--- config.mk ---
export PLATFORM = sky130hd
export DESIGN_NAME = squeeze_bias_relu_flat
export DESIGN_NICKNAME = d
export VERILOG_FILES = /design/src/rtl/squeeze_bias_relu_pkg.sv /design/src/rtl/squeeze_bias_relu_if.sv /design/src/rtl/squeeze_bias_lane.sv /design/src/rtl/squeeze_bias_relu.sv /design/src/flat_wrapper.sv
export SDC_FILE = /design/constraint.sdc
export NUM_CORES = 2
export LEC_CHECK = 0
export ABC_CLOCK_PERIOD_IN_PS = 4090
export CAP_MARGIN = 20
export CORE_AREA = 2 2 402 404
export DETAILED_ROUTE_END_ITERATION = 10
export DIE_AREA = 0 0 404 406
export PLACE_DENSITY = 0.63
export SYNTH_ARGS = -nofsm -noshare
export SYNTH_HDL_FRONTEND = slang
export SYNTH_HIERARCHICAL = 1
export SYNTH_SLANG_ARGS = --single-unit
--- constraint.sdc ---
create_clock -name clk -period 4.09 [get_ports clk]
set_input_delay 0.818 -clock clk [delete_from_list [all_inputs] [get_ports clk]]
set_output_delay 0.818 -clock clk [all_outputs]
set_load 0.005 [all_outputs]
--- src/rtl/squeeze_bias_relu_pkg.sv ---
// Shared constants, types and the bias format helper for the fire3 squeeze
// post-accumulation stage.
package squeeze_pkg;

  localparam int NUM_CH     = 16;
  localparam int ACC_W      = 32;
  localparam int OUT_W      = 16;
  localparam int B_W        = 16;
  localparam int FRAC_SHIFT = 8;
  localparam logic [OUT_W-1:0] ACT_MAX = 16'h7FFF;

  typedef logic signed [ACC_W-1:0] acc_t;
  typedef logic [OUT_W-1:0]        act_t;

  // Bias ROM word: sign-magnitude Q8.8
  typedef struct packed {
    logic           sign;
    logic [B_W-2:0] mag;
  } bias_sm_t;

  // Sign-magnitude to two's complement; negative zero maps to 0
  function automatic logic signed [B_W-1:0] sm_to_tc(bias_sm_t b);
    logic signed [B_W-1:0] m;
    m = $signed({1'b0, b.mag});
    return b.sign ? -m : m;
  endfunction

endpackage

--- src/rtl/squeeze_bias_relu_if.sv ---
// Accumulator-in / activation-out handshake bundle for squeeze_bias_relu.
interface squeeze_bias_relu_if;
  import squeeze_pkg::*;

  logic                        in_valid;
  logic                        in_ready;
  logic [NUM_CH-1:0][ACC_W-1:0] in_acc;
  logic                        out_valid;
  logic                        out_ready;
  logic [NUM_CH-1:0][OUT_W-1:0] out_act;
  logic                        out_last;
  logic                        frame_done;

  // The stage itself
  modport slave (
    input  in_valid, in_acc, out_ready,
    output in_ready, out_valid, out_act, out_last, frame_done
  );

  // Producer of accumulators / consumer of activations
  modport master (
    output in_valid, in_acc, out_ready,
    input  in_ready, out_valid, out_act, out_last, frame_done
  );

endinterface

--- src/rtl/squeeze_bias_lane.sv ---
// One channel of the bias/ReLU/saturate datapath: stage-1 bias add,
// stage-2 rescale, ReLU and clamp. Both registers share the pipeline enable.
module squeeze_bias_lane
  import squeeze_pkg::*;
(
  input  logic     clk,
  input  logic     rst_n,
  input  logic     en_i,
  input  acc_t     acc_i,
  input  bias_sm_t bias_i,
  output act_t     act_o
);

  // One extra bit so acc + bias never overflows
  localparam int SUM_W = ACC_W + 1;

  logic signed [B_W-1:0]   bias_tc;
  logic signed [SUM_W-1:0] sum_d, sum_q;
  logic signed [SUM_W-1:0] shr;
  act_t                    act_d, act_q;

  // Stage 1: Q8.8 bias aligned to the Q.16 accumulator, then added
  always_comb begin
    bias_tc = sm_to_tc(bias_i);
    sum_d   = $signed({acc_i[ACC_W-1], acc_i})
            + $signed({{(SUM_W-B_W-FRAC_SHIFT){bias_tc[B_W-1]}}, bias_tc, {FRAC_SHIFT{1'b0}}});
  end

  // Stage 2: floor rescale to Q8.8, negative -> 0, above 0x7FFF -> clamp
  always_comb begin
    shr = sum_q >>> FRAC_SHIFT;
    if (shr[SUM_W-1])                 act_d = '0;
    else if (|shr[SUM_W-2:OUT_W-1])   act_d = ACT_MAX;
    else                              act_d = shr[OUT_W-1:0];
  end

  // Both stage registers advance together when the pipe is not stalled
  always_ff @(posedge clk) begin
    if (!rst_n) begin
      sum_q <= '0;
      act_q <= '0;
    end else if (en_i) begin
      sum_q <= sum_d;
      act_q <= act_d;
    end
  end

  assign act_o = act_q;

endmodule

--- src/rtl/squeeze_bias_relu.sv ---
// fire3 squeeze post-accumulation: per-channel bias, ReLU, Q8.8 saturate,
// 2-stage pipeline with frame pixel tracking and last-pixel flagging.
module squeeze_bias_relu
  import squeeze_pkg::*;
#(
  parameter int FRAME_PIXELS = 3025
) (
  input  logic                    clk,
  input  logic                    rst_n,
  input  bias_sm_t [NUM_CH-1:0]   bias_mem,
  squeeze_bias_relu_if.slave      bus
);

  localparam int STAGES = 2;
  localparam int CNT_W  = $clog2(FRAME_PIXELS);
  localparam logic [CNT_W-1:0] LAST_IDX = CNT_W'(FRAME_PIXELS - 1);

  logic                         en;
  logic                         accept;
  logic                         out_hs;
  logic [STAGES:1]              vld_pipe_q;
  logic [CNT_W-1:0]             cnt_d, cnt_q;
  logic                         last_d, last_q;
  logic                         frame_done_q;
  logic [NUM_CH-1:0][OUT_W-1:0] act_vec;

  // Whole pipe advances unless the output beat is held by backpressure
  always_comb begin
    en     = !vld_pipe_q[STAGES] || bus.out_ready;
    out_hs = vld_pipe_q[STAGES] && bus.out_ready;
    accept = bus.in_valid && bus.in_ready;
  end

  assign bus.in_ready = en && rst_n;

  // Pixel counter and the index of the pixel moving into stage 2: after this
  // edge the stage-2 pixel is exactly the next one to be emitted, i.e. cnt_d
  always_comb begin
    cnt_d = cnt_q;
    if (out_hs) cnt_d = (cnt_q == LAST_IDX) ? '0 : cnt_q + 1'b1;
    last_d = vld_pipe_q[1] && (cnt_d == LAST_IDX);
  end

  // Valid shift register, stage-aligned last flag, counter, frame pulse
  always_ff @(posedge clk) begin
    if (!rst_n) begin
      vld_pipe_q   <= '0;
      cnt_q        <= '0;
      last_q       <= 1'b0;
      frame_done_q <= 1'b0;
    end else begin
      cnt_q        <= cnt_d;
      frame_done_q <= out_hs && last_q;
      if (en) begin
        vld_pipe_q <= {vld_pipe_q[STAGES-1:1], accept};
        last_q     <= last_d;
      end
    end
  end

  for (genvar g = 0; g < NUM_CH; g++) begin : g_lane
    squeeze_bias_lane u_lane (
      .clk    (clk),
      .rst_n  (rst_n),
      .en_i   (en),
      .acc_i  (bus.in_acc[g]),
      .bias_i (bias_mem[g]),
      .act_o  (act_vec[g])
    );
  end

  assign bus.out_valid  = vld_pipe_q[STAGES];
  assign bus.out_act    = act_vec;
  assign bus.out_last   = last_q;
  assign bus.frame_done = frame_done_q;

endmodule

--- src/flat_wrapper.sv ---
// flat-port wrapper written by rule: the top's interface ports become plain ports
module squeeze_bias_relu_flat import squeeze_pkg::*;
#(
  parameter int FRAME_PIXELS = 3025
)
  (clk, rst_n, bias_mem, bus_in_valid, bus_in_acc, bus_out_ready, bus_in_ready, bus_out_valid, bus_out_act, bus_out_last, bus_frame_done);
  squeeze_bias_relu_if bus_i ();
  input  logic clk;
  input  logic rst_n;
  input  bias_sm_t [NUM_CH-1:0] bias_mem;
  input wire logic [$bits(bus_i.in_valid)-1:0] bus_in_valid;
  input wire logic [$bits(bus_i.in_acc)-1:0] bus_in_acc;
  input wire logic [$bits(bus_i.out_ready)-1:0] bus_out_ready;
  output wire logic [$bits(bus_i.in_ready)-1:0] bus_in_ready;
  output wire logic [$bits(bus_i.out_valid)-1:0] bus_out_valid;
  output wire logic [$bits(bus_i.out_act)-1:0] bus_out_act;
  output wire logic [$bits(bus_i.out_last)-1:0] bus_out_last;
  output wire logic [$bits(bus_i.frame_done)-1:0] bus_frame_done;
  assign bus_i.in_valid = bus_in_valid;
  assign bus_i.in_acc = bus_in_acc;
  assign bus_i.out_ready = bus_out_ready;
  assign bus_in_ready = bus_i.in_ready;
  assign bus_out_valid = bus_i.out_valid;
  assign bus_out_act = bus_i.out_act;
  assign bus_out_last = bus_i.out_last;
  assign bus_frame_done = bus_i.frame_done;
  squeeze_bias_relu #(.FRAME_PIXELS(FRAME_PIXELS)) u_core (.clk(clk), .rst_n(rst_n), .bias_mem(bias_mem), .bus(bus_i));
endmodule
==> impl_metrics.json <==
{
  "drtIter0Drc": 3299,
  "synth-edff-count": 0,
  "slew_violations": 0,
  "finalSetupViolCount": 0,
  "critPathCaptureType": "flip-flop",
  "wl_um": 185000,
  "cp_max_fo": 3,
  "grt_pass1_vias": 50300,
  "clkSinkCount": 672,
  "cts_buffer_depth": 3,
  "start_util_pct": 30.8,
  "antenna_found_initial": 58,
  "fp-row-count": 147,
  "power.density_nw_per_um2": 366,
  "fmax_ghz": 0.251,
  "synthDistinctLibCells": 107,
  "period_needed_ps": 3980,
  "drtAntennaViolNets": 0,
  "synth-main-ff-cell": "dfxtp_1",
  "wl_per_cell_um": 18.2,
  "yosys_warnings": 6,
  "synthArstFlopShare_pct": 0,
  "cts_buffers": 84,
  "fin_tns_setup_ps": 0,
  "layout_common_cells": "buf_4, clkdlybuf4s50_1, nand2_1, dfxtp_1, o21ai_0",
  "place_inst": 10000,
  "place_hpwl_um": 151000,
  "finalHoldViolCount": 0,
  "dieWidth_um": 404,
  "numPortBuffers": 903,
  "synthCells": 6249,
  "worstSkewPairLatency_ps": 690,
  "drc": 0,
  "die_area_um2": 164000,
  "grt_first_pass_wirelength_um": 282000,
  "track_usage_pct": 21.5,
  "gp_congestion": 0.942,
  "cts.reportedPaths.clkPinSlew_ps": 60,
  "first_pass_iters": 6,
  "maxCapViolations": 0,
  "cts_root_buffer": "clkbuf_16",
  "crit_type": "in -> reg",
  "syn_avg_cell_area_um2": 7.87,
  "post_drt_via_cell_ratio": 5.11,
  "layout_commonest_cell": "buf_4",
  "r2r-end": "u_core/g_lane[9].u_lane/act_o[1]",
  "hp-class": "reg -> reg",
  "htreeDepth": 3,
  "synth_area_um2": 49200,
  "coreArea_um2": 160000,
  "ys_seq_area_share_pct": 27.4,
  "period_share_pct": 97.2,
  "reg2reg_from": "u_core/vld_pipe_q[2]",
  "tightest_slew_ps": 1100,
  "reg2reg_slack_ps": 1540,
  "synth_nets": 7439,
  "cts_tree": "built",
  "ctsHoldBuffers": 0,
  "worst_r2r_path_depth": 6,
  "whs_path_depth": 2,
  "crit_path_start_kind": "primary input",
  "nNetsFinal": 9209,
  "dpl-instance-area_um2": 67700,
  "drive_gt1_share_pct": 17.7,
  "num_vias": 52100,
  "io_pins": 1032,
  "hold_path_end": "u_core/g_lane[0].u_lane/sum_q[17]",
  "p_leak_nw": 30.7,
  "ys_seq_elements": 672,
  "area_growth_pct": 43.9,
  "pre_cts_slack_ps": -811,
  "outcome": "complete, no violations",
  "arrival_ps": 4540,
  "stdcell_area_um2": 70700,
  "fin_cells": 10200,
  "die-height_um": 406,
  "post-route-worst-setup-slack_ps": 113,
  "max-vdd-ir-drop_mv": 0.328,
  "skew_ps": 24.2,
  "maxSlewHeadroom_pct": 26.6,
  "required_ps": 4650,
  "grt_max_degree": 65,
  "hold_start": "u_core/g_lane[0].u_lane/sum_q[17]",
  "post_cts_buffers": 0,
  "overflow": 0
}
## area by class of cell
class	count	area, µm²
well taps	2086	2610
inverters	161	612
repair buffers	1978	17200
diodes	21	52.6
clock inverters	40	634
fillers	15800	88900
flip-flops and latches	672	13500
multi-input cells	5122	33800
clock buffers	111	2320
## per-stage QoR
| step | power [mW] | utilization [%] | hold slack (ps) |
|---|---|---|---|
| 2_1_floorplan | 13.4 | - | 425 |
| 3_3_place_gp | 17.8 | 42.4 | 435 |
| 3_5_place_dp | 17.9 | 42.4 | 442 |
| 4_1_cts | 26.1 | 44.2 | 450 |
| 5_1_grt | 27.5 | 44.3 | 460 |
| 6_report | 25.9 | 44.3 | 447 |
## repair_timing
item | CTS | global route
resized for setup | 1 | 16
pin swaps | 0 | 3
endpoints found under the hold margin | 0 | 0
setup endpoints to repair | 2 | 10
## sequential cells by signal (all words and copies together), names as in the netlist
register                    flops
u_core/g_lane.u_lane/act_o    256
u_core/bus.frame_done           1
u_core/cnt_q                   12
u_core/g_lane.u_lane/sum_q    400
u_core/bus.out_last             1
u_core/vld_pipe_q               2
## synthesized netlist by cell type, types with 44 or more instances
cell / instances / area (µm²)
nand2_1: 863 / 3240
dfxtp_1: 672 / 13500
o21ai_0: 566 / 2830
nor2_1: 512 / 1920
ha_1: 402 / 5030
a21oi_1: 326 / 1630
xnor2_1: 323 / 2830
clkbuf_1: 228 / 856
nand3_1: 172 / 861
nor2b_1: 164 / 1030
inv_1: 161 / 604
a21o_1: 157 / 1180
xor2_1: 146 / 1280
mux2i_1: 133 / 1330
nand4_1: 99 / 619
o21ai_1: 95 / 475
o31ai_1: 83 / 623
a31oi_1: 82 / 513
nor3_1: 55 / 275
nand3b_1: 49 / 368
or3_1: 49 / 307
and2_1: 48 / 300
o21bai_1: 44 / 330
## metal layers
layer  wire [µm]  global-route usage (%)
met1       82600                    27.7
met2       85100                    35.8
met3       11100                    4.49
met4        5970                    6.66
met5         267                       0
## power by group
| group | switching [mW] | internal [mW] |
|---|---|---|
| Combinational | 4.76 | 4.90 |
| Sequential | 0.603 | 7.60 |
| Clock | 3.21 | 4.85 |
## logic make-up after synthesis
group	synth area share (%)
compound gates	24.6
xor+xnor	8.36
fa+ha+maj	10.9
buf+inv	4.00
flops	27.4
mux	2.71
simple gates	22.1
## worst max-delay path, cell delays in order
cell and delay, ps:
clkdlybuf4s50_1 470, or4_1 590, or3_1 410, o31ai_1 330
xnor2_1 160, ha_1 260, a21oi_1 150, o21ai_1 100
a2111oi_0 490, o2111ai_1 270, nand3_1 150, nand3_1 90
a32o_1 240
## worst max path at each step
stage | startpoint | end | slack, ps | depth (start not counted)
3_5_place_dp | bias_mem[39] | u_core/g_lane[2].u_lane/sum_q[29] | -810 | 13
2_1_floorplan | bias_mem[183] | u_core/g_lane[11].u_lane/sum_q[31] | 80 | 13
3_3_place_gp | bias_mem[39] | u_core/g_lane[2].u_lane/sum_q[29] | -810 | 13
5_1_grt | bias_mem[55] | u_core/g_lane[3].u_lane/sum_q[29] | -40 | 13
6_report | bias_mem[55] | u_core/g_lane[3].u_lane/sum_q[29] | 110 | 13
4_1_cts | bias_mem[39] | u_core/g_lane[2].u_lane/sum_q[29] | 80 | 13
Note: power is estimated with default switching activity, not from simulation.
